===== config.mk =====
export PLATFORM = sky130hd
export DESIGN_NAME = sv_bit_deser
export DESIGN_NICKNAME = d
export VERILOG_FILES = /design/src/rtl/sv_deser_pkg.sv /design/src/rtl/sv_deser_slot.sv /design/src/rtl/sv_bit_deser.sv
export SDC_FILE = /design/constraint.sdc
export NUM_CORES = 1
export LEC_CHECK = 0
export BUFFER_PORTS_ARGS = -buffer_cell sky130_fd_sc_hd__buf_4
export CAP_MARGIN = 10
export CORE_ASPECT_RATIO = 1.75
export CORE_UTILIZATION = 50
export DETAILED_ROUTE_END_ITERATION = 10
export GPL_TIMING_DRIVEN = 1
export HOLD_SLACK_MARGIN = 0.15
export PLACE_DENSITY = 0.74
export REMOVE_ABC_BUFFERS = 1
export SLEW_MARGIN = 10
export SYNTH_ARGS = -nofsm -noshare
export SYNTH_HDL_FRONTEND = slang
export SYNTH_SLANG_ARGS = --single-unit

===== constraint.sdc =====
create_clock -name clk -period 2.3 [get_ports clk]
set_input_delay 0.46 -clock clk [delete_from_list [all_inputs] [get_ports clk]]
set_output_delay 0.46 -clock clk [all_outputs]
set_load 0.01 [all_outputs]

===== src/rtl/sv_deser_pkg.sv =====
// Shared types and helpers for the bit deserializer.
//   deser_state_t : collector FSM states
//   len_width()   : width of a field that can hold the values 0..width
//   CNT_W         : width of the completed-word counter
package sv_deser_pkg;

   typedef enum logic [1:0] {FILL, STALL, FLUSH} deser_state_t;

   localparam int unsigned CNT_W = 16;

   function automatic int unsigned len_width(input int unsigned width);
      return $clog2(width + 1);
   endfunction

endpackage


===== src/rtl/sv_deser_slot.sv =====
// Output holding register of the deserializer, with its valid/ready handshake
// and a wrapping count of completed transfers.
//   clk, rst         : clock, synchronous active-high reset
//   load             : capture load_word/load_len (only asserted while slot_free)
//   load_word        : packed word to present
//   load_len         : number of valid bits in load_word
//   slot_free        : slot empty or being emptied this cycle
//   word_out/len     : presented word and its bit count
//   word_valid       : word_out/word_len valid
//   word_ready       : consumer takes the word this cycle
//   words_out        : completed transfer count
module sv_deser_slot
   import sv_deser_pkg::*;
#(
   parameter int unsigned WIDTH = 8,
   parameter int unsigned LW    = len_width(WIDTH)
) (
   input  logic               clk,
   input  logic               rst,
   input  logic               load,
   input  logic [WIDTH-1:0]   load_word,
   input  logic [LW-1:0]      load_len,
   output logic               slot_free,
   output logic [WIDTH-1:0]   word_out,
   output logic [LW-1:0]      word_len,
   output logic               word_valid,
   input  logic               word_ready,
   output logic [CNT_W-1:0]   words_out
);

   assign slot_free = !word_valid || word_ready;

   // A load on the same edge as a transfer keeps word_valid high: back-to-back words.
   always_ff @(posedge clk) begin
      if (rst) begin
         word_out   <= '0;
         word_len   <= '0;
         word_valid <= 1'b0;
         words_out  <= '0;
      end else begin
         if (load) begin
            word_out   <= load_word;
            word_len   <= load_len;
            word_valid <= 1'b1;
         end else if (word_ready) begin
            word_valid <= 1'b0;
         end
         if (word_valid && word_ready) begin
            words_out <= words_out + CNT_W'(1);
         end
      end
   end

endmodule


===== src/rtl/sv_bit_deser.sv =====
// Serial-to-parallel collector: packs accepted bits LSB-first into WIDTH-bit
// words; flush emits a zero-padded partial word with its bit count.
//   clk, rst              : clock, synchronous active-high reset
//   bit_in/valid/ready    : serial input handshake (bit_ready is combinational)
//   flush                 : request to emit the pending partial word
//   word_out/len/valid    : output word handshake, word_ready from the consumer
//   words_out             : completed transfer count
module sv_bit_deser
   import sv_deser_pkg::*;
#(
   parameter  int unsigned WIDTH = 8,
   localparam int unsigned LW    = len_width(WIDTH)
) (
   input  logic               clk,
   input  logic               rst,
   input  logic               bit_in,
   input  logic               bit_valid,
   output logic               bit_ready,
   input  logic               flush,
   output logic [WIDTH-1:0]   word_out,
   output logic [LW-1:0]      word_len,
   output logic               word_valid,
   input  logic               word_ready,
   output logic [CNT_W-1:0]   words_out
);

   deser_state_t       state, state_d;
   logic [LW-1:0]      cnt, cnt_d, eff_cnt;
   logic [WIDTH-1:0]   sreg, sreg_d, sreg_w;
   logic               load, slot_free;
   logic [WIDTH-1:0]   load_word;
   logic [LW-1:0]      load_len;

   assign bit_ready = !rst && (state == FILL);

   // State register
   always_ff @(posedge clk) begin
      if (rst) begin
         state <= FILL;
         cnt   <= '0;
         sreg  <= '0;
      end else begin
         state <= state_d;
         cnt   <= cnt_d;
         sreg  <= sreg_d;
      end
   end

   // Next state and slot load; sreg is cleared on every load so bits above cnt stay zero
   always_comb begin
      state_d   = state;
      cnt_d     = cnt;
      sreg_d    = sreg;
      load      = 1'b0;
      load_word = sreg;
      load_len  = LW'(WIDTH);
      sreg_w    = sreg;
      for (int unsigned k = 0; k < WIDTH; k++) begin
         if (bit_valid && (LW'(k) == cnt)) sreg_w[k] = bit_in;
      end
      eff_cnt = cnt + LW'(bit_valid);

      case (state)
         FILL: begin
            sreg_d = sreg_w;
            cnt_d  = eff_cnt;
            if (eff_cnt == LW'(WIDTH)) begin
               // Full word; a coincident flush adds nothing
               cnt_d = '0;
               if (slot_free) begin
                  load      = 1'b1;
                  load_word = sreg_w;
                  sreg_d    = '0;
               end else begin
                  state_d = STALL;
               end
            end else if (flush && (eff_cnt != '0)) begin
               if (slot_free) begin
                  load      = 1'b1;
                  load_word = sreg_w;
                  load_len  = eff_cnt;
                  cnt_d     = '0;
                  sreg_d    = '0;
               end else begin
                  state_d = FLUSH;
               end
            end
         end
         STALL: begin
            if (slot_free) begin
               load    = 1'b1;
               cnt_d   = '0;
               sreg_d  = '0;
               state_d = FILL;
            end
         end
         FLUSH: begin
            if (slot_free) begin
               load     = 1'b1;
               load_len = cnt;
               cnt_d    = '0;
               sreg_d   = '0;
               state_d  = FILL;
            end
         end
         default: state_d = FILL;
      endcase
   end

   sv_deser_slot #(
      .WIDTH (WIDTH),
      .LW    (LW)
   ) u_slot (
      .clk        (clk),
      .rst        (rst),
      .load       (load),
      .load_word  (load_word),
      .load_len   (load_len),
      .slot_free  (slot_free),
      .word_out   (word_out),
      .word_len   (word_len),
      .word_valid (word_valid),
      .word_ready (word_ready),
      .words_out  (words_out)
   );

endmodule


Word-level counts from Yosys, hierarchy flattened. Index checks and enable logic that the tools add are counted.

Logic and storage cells: 84. Bits in registers: 43. Output and inout bits: 30. Input bits: 6.

Add/sub/neg operators: 2. Reduce and logical (&&, ||, !) cells: 22. Mux-type cells: 39. Equal/unequal tests: 14.

Operators with widths (number): 8-bit two-way mux (8); 4-bit two-way mux (8); 16-bit by 1-bit adder with 16-bit output (second input constant) (1); 3-bit by 4-bit == test with 1-bit output (first input constant) (4); 4-bit one-hot mux with 2 select lines (2); 8-bit one-hot mux with 2 select lines (1); 1-bit two-way mux (13); 1-bit logical AND (11); 2-bit two-way mux (5); 2-bit by 4-bit == test with 1-bit output (first input constant) (2); 3-bit inequality test (second input constant) (2); 4-bit by 1-bit adder with 4-bit output (1); 1-bit by 4-bit == test with 1-bit output (first input constant) (1); 4-bit == test (second input constant) (1); 4-bit zero test (1); 2-bit one-hot mux with 2 select lines (1); 4-bit AND reduction (1); 2-bit nonzero test (2); 4-bit nonzero test (1); 3-bit by 1-bit inequality test with 1-bit output (second input constant) (1); 2-bit by 1-bit == test with 1-bit output (second input constant) (1); 2-bit == test (second input constant) (1); 1-bit zero test (2); 2-bit zero test (1); 5 further kinds (5).

Longest topological paths before layout. Gate-level depths: netlist of run 1.

Depth after elaboration: 7. Mapped depth: 8. Depth with buffers taken out: 7.

Modules after synthesis. Synthesis of run 1 repeated with hierarchy kept, for this count alone.

Cells, all modules: 270. Area total of the unflattened synthesis: 2285.9 sq um.

By module, submodules not included: sv_deser_slot (area an instance 1194.9 sq um, times used 1, sequential area each 580.6 sq um, cells an instance 130); sv_bit_deser (area an instance 1091.0 sq um, times used 1, sequential area each 280.3 sq um, cells an instance 140).

Least setup slack after synthesis of run 1. Ideal clock, no wire load.

Kind: input to register. Start point: in bit_valid. End point: reg u_slot.word_len[0]. Data arrival time: 2.327 ns. Data required time: 2.232 ns. Setup slack: -0.095 ns. Stages: 7. Path buffers: 1. Setup time: 0.068 ns. Cells stage by stage: ha_1 ha_1 o41a_1 a2111o_1 buf_6 a211o_1 a21oi_2.

Cells in the longest elaborated chain, start to end: 6. Elaborated cells on any way between the ends: 11. Classes of those cells: 1 x add/sub; 1 x eq/ne; 7 x mux; 2 x reduce/logical.

RTL lines: from (decl) (RTL line sv_bit_deser.sv:17) `input logic bit_valid,`; 4-bit by 1-bit adder with 4-bit output * (RTL line sv_bit_deser.sv:61) `eff_cnt = cnt + LW'(bit_valid);`; 4-bit nonzero test (RTL line sv_bit_deser.sv:77) `end else if (flush && (eff_cnt != '0)) begin`; 1-bit logical AND (RTL line sv_bit_deser.sv:77); 4-bit two-way mux / 1-bit two-way mux (equally long branches) (RTL line sv_bit_deser.sv:77); 4-bit two-way mux / 1-bit two-way mux (equally long branches) (RTL line sv_bit_deser.sv:67) `if (eff_cnt == LW'(WIDTH)) begin`; 4-bit one-hot mux with 2 select lines / 1-bit one-hot mux with 2 select lines (equally long branches) (RTL line sv_bit_deser.sv:63) `case (state)`; to (signal assigned) (RTL line sv_deser_slot.sv:43) `word_len <= load_len;`; to (decl) (RTL line sv_deser_slot.sv:25) `output logic [LW-1:0] word_len,`.

Every way passes the cells marked *; elsewhere a longest branch is shown, timed or not. A chain may end at the register's enable or synchronous reset.

Final worst setup path of run 1.
Start point: reg cnt[0]. End point: reg u_slot.word_len[0].

Cells in the longest elaborated chain, start to end: 6. Elaborated cells on any way between the ends: 12. Classes of those cells: 1 x add/sub; 1 x eq/ne; 8 x mux; 2 x reduce/logical.

RTL lines: from (decl) (RTL line sv_bit_deser.sv:28) `logic [LW-1:0] cnt, cnt_d, eff_cnt;`; from (signal assigned) (RTL line sv_bit_deser.sv:44) `cnt <= cnt_d;`; 4-bit by 1-bit adder with 4-bit output (RTL line sv_bit_deser.sv:61); 4-bit nonzero test (RTL line sv_bit_deser.sv:77); 1-bit logical AND (RTL line sv_bit_deser.sv:77); 4-bit two-way mux / 1-bit two-way mux (equally long branches) (RTL line sv_bit_deser.sv:77); 4-bit two-way mux / 1-bit two-way mux (equally long branches) (RTL line sv_bit_deser.sv:67); 4-bit one-hot mux with 2 select lines / 1-bit one-hot mux with 2 select lines (equally long branches) (RTL line sv_bit_deser.sv:63).

Several ways; a longest one is shown, not always the timed one.

==> flow_summary.toml, run 1 <==
[status]
outcome = "finished, final reports clean"

[timing]
tightest_slew_ns = 0.442
rsz0062_at_grt = "true"
clock_skew_ns = 0.00916
hold_violations = 0
fin_crit_sh_pct = 97.7
fin_ws_ns = 0.0539
fmax_mhz = 445
period_minus_slack_ns = 2.25
relSlewSlack_pct = 70.5
tns_ns = 0
drv_slew = 0
setup_viol = 0

[power_and_ir_drop]
vdd_ir_drop_max_mv = 0.507
p_total_mw = 1.86
pwr_density_cell_nw_per_um2 = 684
leakage_nw = 1.13

[worst_setup_path]
critPathKind = "reg2reg"
r2r_slack_ns = 0.05
crit_top_cell = "ha_4"
slowest_delay_ns = 0.49
arrival_ns = 2.48
path_cells = "ha_4 -> ha_4 -> nor2b_4 -> o41a_1 -> a2111o_1 -> a211o_1 -> a21oi_2"
critPathMaxFanout = 8
required_ns = 2.53
crit_path_end_kind = "flop"
critPathLaunchType = "flop"
reg2reg_from = "cnt[0]"
slowest_stage = "a2111o_1"
critPathLaunch = "cnt[0]"

[clock_network]
cts_hold_buffers = 0
insertion_delay_ns = 0.30
clkTransAtPathRegs_ns = 0.08
cts_root_buf = "clkbuf_8"
clock-sinks = 43
htree_levels = 2
cts_buffers = 5
cts_tree = "yes"
clockBufferDepth = 2

[detailed_routing]
antenna_violating_nets_post_route = 0
drtPass1Iterations = 4
num_vias = 1947
routed_wl_um = 5120
dr.first_iter.drc_count = 63
post_drt_wl_per_cell_um = 15.2
drc_errors = 0
vias_per_cell = 5.76

[yosys]
ys_ff_latch = 43
synthFlopType = "dfxtp_1"
ys.warnings.count = 0
syn_area_per_cell_um2 = 9.17
synth_area_leaders = "dfxtp_1 (40%), xor2_1 (6.1%), nand2_1 (4.3%), mux2i_1 (3.7%), mux2_2 (3.6%)"
seq_area_frac_synth_pct = 39.8
synth_edf_count = 0
yosysMostFrequentCell = "dfxtp_1"
synthArstFlopShare_pct = 0
synth_cell_types = 46
synth_area_leader_cell = "dfxtp_1"
synth_top_cell_area_share_pct = 39.8
syn_inst = 236
ys_top_cells_by_count = "dfxtp_1 (43), nand2_1 (25), nor2_1 (21)"
synth.cell_area_um2 = 2160

[global_routing]
grt_pass1_vias = 1828
overflow = 0
antenna_found_initial = 0
grt_usage_pct = 24.1
grt_max_degree = 32
grt_pass1_wl_um = 8160

[floorplanning]
coreArea_um2 = 4150
dieArea_um2 = 4600
fp.dieH_um = 89.0
rows = 31
ioPinCount = 36
initial_core_util_pct = 52.1
die_w_um = 51.7

[finish]
final_cells = 338
fin_nets = 300
n_antenna_cell = 0
n_fill_cell = 368
design_area_um2 = 2730
drive_above_1_share_pct = 28.0
area_growth_pct = 26.0
register_area_um2 = 862
multi_input_area_um2 = 1260

[flow_run]
timing.max_cap.violations = 0

[placed_design]
dp_hpwl_um = 3820
place_area_um2 = 2570
dp_worst_setup_slack_ns = -0.450
gp_congestion = 0.800
numPortBuffers = 35
dp.cells = 327

[worst_hold_path]
hp-class = "in2reg"
min-delay-start = "word_ready"
## logic make-up (layout without fill, tap and decap cells)
group	Yosys count	in the layout	share of synthesized area (%)
muxes	15	15	7.35
buffers and inverters	17	70	3.47
AOI/OAI and AO/OA	52	52	18.7
xor gates and xnor gates	17	17	6.88
adders and majority gates	6	6	3.47
and+or+nand+nor	86	86	20.4
DFF	43	43	39.8
## path summary, 6_finish.rpt
kind	endpoint	cells after the start
max reg2reg	u_slot.word_len[0]	7
max	u_slot.word_len[0]	7
min	u_slot.words_out[1]	3
min reg2reg	u_slot.word_out[3]	2
## per-layer routing
metal  vias up  routed length, um  track usage [%]
li1        964                  -                -
met1       914               1880             22.2
met2        51               2860             47.2
met3        18                172             4.08
met4         0                211             14.5
met5         -                  0                0
## cell usage in the layout (no fill, tap or decap), types with 3 or more instances in the layout
cell / netlist / final
ha_1: 6 / 4
xor2_1: 15 / 15
a211o_1: 3 / 3
dfxtp_1: 43 / 42
nor3b_1: 3 / 3
a21oi_1: 7 / 7
inv_1: 6 / 6
nor2_1: 21 / 21
mux2i_1: 8 / 8
and4_1: 3 / 3
nand2_1: 25 / 24
nand4_1: 5 / 5
mux2_2: 7 / 7
a32oi_1: 5 / 5
o21ai_0: 4 / 4
nand3b_1: 3 / 3
a22o_1: 8 / 8
buf_4: 1 / 55
o22ai_1: 8 / 8
clkbuf_8: 0 / 7
a21oi_2: 3 / 3
nand3_1: 13 / 13
and3_1: 3 / 3
## power breakdown
part / internal, mW / switching, mW
Clock: 0.274 / 0.248
Combinational: 0.259 / 0.276
Sequential: 0.776 / 0.0295
## sequential cells by signal, summed over array words and instances, names as in the netlist
signal,count
u_slot.words_out,16
sreg,8
u_slot.word_out,8
cnt,4
u_slot.word_len,4
state,2
u_slot.word_valid,1
## through the flow
stage	hold slack, ns	utilization [%]
final	0.471	65.7
after global routing	0.492	65.7
after CTS	0.470	65.4
after detailed placement	0.468	61.8
after global placement	0.458	61.8
after floorplan	0.458	-
## cell type report
class	count	area share (%)
clock buffer	8	3.67
sequential	43	31.6
tap	49	2.25
multi-input combinational	176	46.3
timing repair buffer	55	15.2
inverter	7	0.964
## timing repair
action | 4_1_cts | 5_1_grt
hold endpoints to repair | 0 | 0
pin swaps | 9 | 5
buffers inserted | 2 | 1
endpoints found under the setup margin | 20 | 19
gates resized for setup | 7 | 1
## critical path, delay by kind of cell (launching register included)
kind | cells | cell delay (ns)
compound gates | 4 | 1.39
flops | 1 | 0.34
fa+ha+maj | 2 | 0.33
simple gates | 1 | 0.12
(Power assumes the default switching activity.)
==> inputs of run 2 (changes only) <==
==> constraint.sdc (replaced) <==
create_clock -name clk -period 2.3 [get_ports clk]
set_input_delay 0.23 -clock clk [delete_from_list [all_inputs] [get_ports clk]]
set_output_delay 0.23 -clock clk [all_outputs]
set_load 0.01 [all_outputs]
==> run 2 against run 1 <==
Compared with the run above: first-iteration DRC count down 49%; highest routed layer unchanged; largest cell class unchanged; register-to-register slack about the same; critical path depth unchanged; combinational power down 2%; global-route usage up 0.67 points.
==> flow_summary.toml, run 2 (synthesis gave the netlist of run 1 again) <==
[status]
outcome = "finished, final reports clean"

[timing]
drv_slew = 0
hold_violations = 0
fmax_mhz = 446
tightest_slew_ns = 0.419
period_minus_slack_ns = 2.24
relSlewSlack_pct = 72.0
clock_skew_ns = 0.00404
setup_viol = 0
fin_crit_sh_pct = 97.5

[worst_setup_path]
path_cells = "ha_4 -> ha_4 -> nor2b_4 -> o41a_1 -> a2111o_1 -> a211o_1 -> a21oi_2"
slowest_stage = "a2111o_1"
slowest_delay_ns = 0.53
crit_path_end_kind = "flop"
required_ns = 2.54
crit_top_cell = "ha_4"
critPathMaxFanout = 8
arrival_ns = 2.48
critPathKind = "reg2reg"
critPathLaunchType = "flop"

[finish]
mostFrequentLayoutCell = "buf_4"
n_antenna_cell = 0
fin_nets = 298
design_area_um2 = 2710
drive_above_1_share_pct = 27.5
largest-register = "u_slot.words_out"
largestRegisters = "u_slot.words_out x16, sreg x8, u_slot.word_out x8"
multi_input_area_um2 = 1260
n_fill_cell = 332
register_area_um2 = 862
largest_register_ffs = 16
area_growth_pct = 25.4
final_cell_mix = "buf_4 (53), dfxtp_1 (42), nand2_1 (24)"
fin_util_pct = 65.4

[power_and_ir_drop]
vdd_ir_drop_max_mv = 0.492
p_total_mw = 1.85
leakage_nw = 1.12
pwr_density_cell_nw_per_um2 = 681

[floorplanning]
initial_core_util_pct = 52.1
dieArea_um2 = 4600
rows = 31
ioPinCount = 36
fp.dieH_um = 89.0
coreArea_um2 = 4150
die_w_um = 51.7

[clock_network]
cts_hold_buffers = 0
clockBufferDepth = 2
htree_levels = 2
cts_tree = "yes"
clkTransAtPathRegs_ns = 0.08
insertion_delay_ns = 0.30
cts_root_buf = "clkbuf_8"
clock-sinks = 43
cts_buffers = 5

[global_routing]
overflow = 0
antenna_found_initial = 0
grt_pass1_wl_um = 8270
grt_usage_pct = 24.8
grt_max_degree = 32
grt_pass1_vias = 1815

[placed_design]
gp_congestion = 0.892
place_area_um2 = 2540
numPortBuffers = 35
dp_hpwl_um = 3790

[detailed_routing]
dr.first_iter.drc_count = 32
drtPass1Iterations = 4
num_vias = 1915
routed_wl_um = 5230
post_drt_wl_per_cell_um = 15.6
antenna_violating_nets_post_route = 0
drc_errors = 0
vias_per_cell = 5.70

[worst_hold_path]
hp-class = "in2reg"

[flow_run]
timing.max_cap.violations = 0
## run 2: layout make-up
type	instances	share of cell area, %
clock buffer	8	3.69
inverter	7	0.969
multi-input combinational	176	46.6
sequential	43	31.8
tap	49	2.26
timing repair buffer	53	14.7
## run 2: path summary, 6_finish.rpt
kind                            from             endpoint  slack (ns)  cells after the start
hold reg to reg   u_slot.word_out[5]   u_slot.word_out[5]        0.47                      2
hold / removal            word_ready  u_slot.words_out[1]        0.23                      3
setup reg to reg              cnt[0]   u_slot.word_len[0]        0.06                      7
setup / recovery              cnt[0]   u_slot.word_len[0]        0.06                      7
## run 2: critical path, delay by kind of cell, from the launching register on
kind	cells	cell delay (ns)
AND/OR/NAND/NOR	1	0.12
adder cells (fa/ha/maj)	2	0.32
AO/OA/AOI/OAI	4	1.40
flip-flops	1	0.34
## run 2: per-layer routing
metal	routed length, um	global-route usage [%]
met1	1920	22.5
met3	140	4.42
met4	250	17.7
met2	2910	47.5
met5	0	0
## run 2: where the power goes
group	leakage (nW)	internal, mW	switching [mW]
combinational	0.721	0.249	0.273
sequential	0.348	0.776	0.0295
clock	0.0515	0.274	0.245
total	1.12	1.30	0.548
## run 2: what timing repair did
item	4_1_cts	5_1_grt
pin swaps	2	7
setup endpoints to repair	12	15
buffers inserted	1	3
gates resized for setup	5	3
## run 2: metrics by stage
stage | std cells | TNS, ns | hold WS, ns | setup slack, ns
floorplan | 226 | -6.08 | 0.292 | -0.750
global placement | 324 | -1.06 | 0.457 | -0.117
detailed placement | 324 | -1.40 | 0.462 | -0.157
CTS | 333 | 0 | 0.230 | 0.00849
global route | 336 | -0.000238 | 0.253 | -0.000238
finish | 336 | 0 | 0.229 | 0.0568
==> inputs of run 3 (changes only) <==
--- a/config.mk
+++ b/config.mk
@@ -5,14 +5,14 @@
 export SDC_FILE = /design/constraint.sdc
 export NUM_CORES = 1
 export LEC_CHECK = 0
+export ABC_AREA = 1
 export BUFFER_PORTS_ARGS = -buffer_cell sky130_fd_sc_hd__buf_4
 export CAP_MARGIN = 10
 export CORE_ASPECT_RATIO = 1.75
-export CORE_UTILIZATION = 50
+export CORE_UTILIZATION = 60
 export DETAILED_ROUTE_END_ITERATION = 10
-export GPL_TIMING_DRIVEN = 1
 export HOLD_SLACK_MARGIN = 0.15
-export PLACE_DENSITY = 0.74
+export PLACE_DENSITY = 0.83
 export REMOVE_ABC_BUFFERS = 1
 export SLEW_MARGIN = 10
 export SYNTH_ARGS = -nofsm -noshare
==> constraint.sdc (replaced) <==
create_clock -name clk -period 2.9 [get_ports clk]
set_input_delay 0.29 -clock clk [delete_from_list [all_inputs] [get_ports clk]]
set_output_delay 0.29 -clock clk [all_outputs]
set_load 0.01 [all_outputs]
==> run 3 against run 2 <==
Compared with the run above: global-route usage is 3.6 points higher; largest cell class unchanged; sequential power is 9.4% lower; via count is 17% higher; setup slack better by 0.57 ns.
==> flow_summary.toml, run 3 <==
[timing]
fin_crit_sh_pct = 78.5
rsz0062_at_grt = "false"
setup_viol = 0
whs_ns = 0.376
clock_skew_ns = 0.00625
period_minus_slack_ns = 2.28
tightest_slew_ns = 0.835
fmax_mhz = 439
tns_ns = 0
relSlewSlack_pct = 44.1
drv_slew = 0
hold_violations = 0

[placed_design]
gp_congestion = 0.886
numPortBuffers = 35
dp_hpwl_um = 3980
dp.cells = 408

[floorplanning]
dieArea_um2 = 4120
ioPinCount = 36
initial_core_util_pct = 63.1
rows = 29
fp.dieH_um = 84.1
coreArea_um2 = 3660
die_w_um = 48.9

[worst_setup_path]
critical_path.top_delay_family = "simple AND/OR/NAND/NOR gates"
r2r_cells = 12
slowest_stage = "dfxtp_1"
slowest_delay_ns = 0.43
critPathKind = "reg2reg"
critPathLaunchType = "flop"
worst-path-stages = 12
arrival_ns = 2.46
critPathMaxFanout = 15
path_cells = "ha_1 -> ha_1 -> nor2_1 -> nand3_4 -> clkinv_1 -> nand2_2 -> nand2_4 -> nand2_4 -> a21oi_4 -> nand2_1 -> nand2_1 -> nor2_1"
crit_buf_inv = 1
crit_path_end_kind = "flop"
required_ns = 3.09

[yosys]
synth_area_leaders = "dfxtp_1 (37%), nand2_1 (13%), a21oi_1 (6.5%), nand3_1 (6.1%), inv_1 (5.5%)"
synthFlopType = "dfxtp_1"
ys.warnings.count = 0
yosysMostFrequentCell = "nand2_1"
synth.cell_area_um2 = 2310
synth_cell_types = 35
synthArstFlopShare_pct = 0
synth_edf_count = 0
ys_top_cells_by_count = "nand2_1 (80), dfxtp_1 (43), inv_1 (34), nor2_1 (34), a21oi_1 (30)"
seq_area_frac_synth_pct = 37.2
syn_area_per_cell_um2 = 6.91
ys_ff_latch = 43
synth_top_cell_area_share_pct = 37.2
syn_inst = 335
synth_area_leader_cell = "dfxtp_1"

[detailed_routing]
post_drt_wl_per_cell_um = 12.5
vias_per_cell = 5.38
antenna_violating_nets_post_route = 0
routed_wl_um = 5170
drtPass1Iterations = 5
dr.first_iter.drc_count = 53
drc_errors = 0
num_vias = 2232

[power_and_ir_drop]
combPwrFrac_pct = 48.1
pwr_density_cell_nw_per_um2 = 795
p_seq_share_pct = 34.2
swShare_pct = 43.9
leakage_nw = 1.13
vdd_ir_drop_max_mv = 0.634
switchingPower_mw = 0.937
p_int_mw = 1.20
pwr-share-clk_pct = 17.7

[finish]
area_growth_pct = 16.0
largest_register_ffs = 16
final_cell_mix = "nand2_1 (80), dfxtp_1 (43), buf_4 (36)"
drive_above_1_share_pct = 17.3
final_cells = 415
fin_nets = 381
largestRegisters = "u_slot.words_out x16, sreg x8, u_slot.word_out x8"
n_antenna_cell = 0
mostFrequentLayoutCell = "nand2_1"
n_fill_cell = 335
largest-register = "u_slot.words_out"

[clock_network]
cts_root_buf = "clkbuf_8"
cts.repair.resized = 0
post_cts_buffers = 0
clockBufferDepth = 2
insertion_delay_ns = 0.29
cts_hold_buffers = 0
clock-sinks = 43
clkTransAtPathRegs_ns = 0.08
cts_tree = "yes"
cts_buffers = 5
htree_levels = 2

[global_routing]
grt_usage_pct = 28.4
antenna_found_initial = 0
overflow = 0
grt_pass1_vias = 2065
grt_pass1_wl_um = 9080
grt_max_degree = 29

[worst_hold_path]
hold_path_depth = 2
hp-class = "in2reg"

[flow_run]
timing.max_cap.violations = 0

[status]
outcome = "finished, final reports clean"
==> run 3: layer usage <==
| metal | GRT usage [%] | up-vias | wire length [um] |
|---|---|---|---|
| met4 | 13.6 | 0 | 124 |
| met2 | 51.9 | 52 | 2830 |
| met3 | 4.35 | 11 | 145 |
| met1 | 31.0 | 1003 | 2070 |
| met5 | 0 | - | 0 |
| li1 | - | 1166 | - |
==> run 3: worst paths after layout <==
check	slack (ns)	to	start
hold / removal	0.38	u_slot.word_out[0]	rst
hold reg to reg	0.47	sreg[5]	sreg[5]
setup / recovery	0.62	u_slot.word_out[5]	cnt[0]
setup reg to reg	0.62	u_slot.word_out[5]	cnt[0]
==> run 3: cell families after synthesis <==
logic type	count (synthesis)	synth area share, %
AOI/OAI and AO/OA	66	17.0
xor gates and xnor gates	1	0.379
adders and majority gates	6	3.24
buffers and inverters	45	7.84
DFF	43	37.2
and+or+nand+nor	174	34.3
==> run 3: through the flow <==
| stage | setup WS (ns) | utilization (%) | instance area [um2] | power (mW) |
|---|---|---|---|---|
| 5_1_grt | 0.377 | 73.2 | 2680 | 2.31 |
| 2_1_floorplan | 0.815 | - | 2270 | 1.48 |
| 6_report | 0.624 | 73.2 | 2680 | 2.13 |
| 4_1_cts | 0.614 | 73.2 | 2680 | 2.15 |
| 3_5_place_dp | 0.567 | 70.8 | 2590 | 1.77 |
| 3_3_place_gp | 0.633 | 70.8 | 2590 | 1.74 |
==> run 3: final cells by class <==
class / instances / area, um2 / area share, %
sequential: 43 / 861 / 32.1
clock inverter: 1 / 5.00 / 0.187
tap: 46 / 57.6 / 2.15
clock buffer: 6 / 82.6 / 3.08
timing repair buffer: 36 / 270 / 10.1
inverter: 36 / 135 / 5.04
multi-input combinational: 247 / 1270 / 47.4
==> run 3: power by group through the flow <==
stage          Combinational [mW]  Sequential, mW  Clock (mW)
5_1_grt                      1.15           0.738       0.420
4_1_cts                      1.03           0.728       0.389
6_report                     1.03           0.729       0.378
3_3_place_gp                 1.01           0.738           0
2_1_floorplan               0.736           0.742           0
3_5_place_dp                 1.02           0.742           0
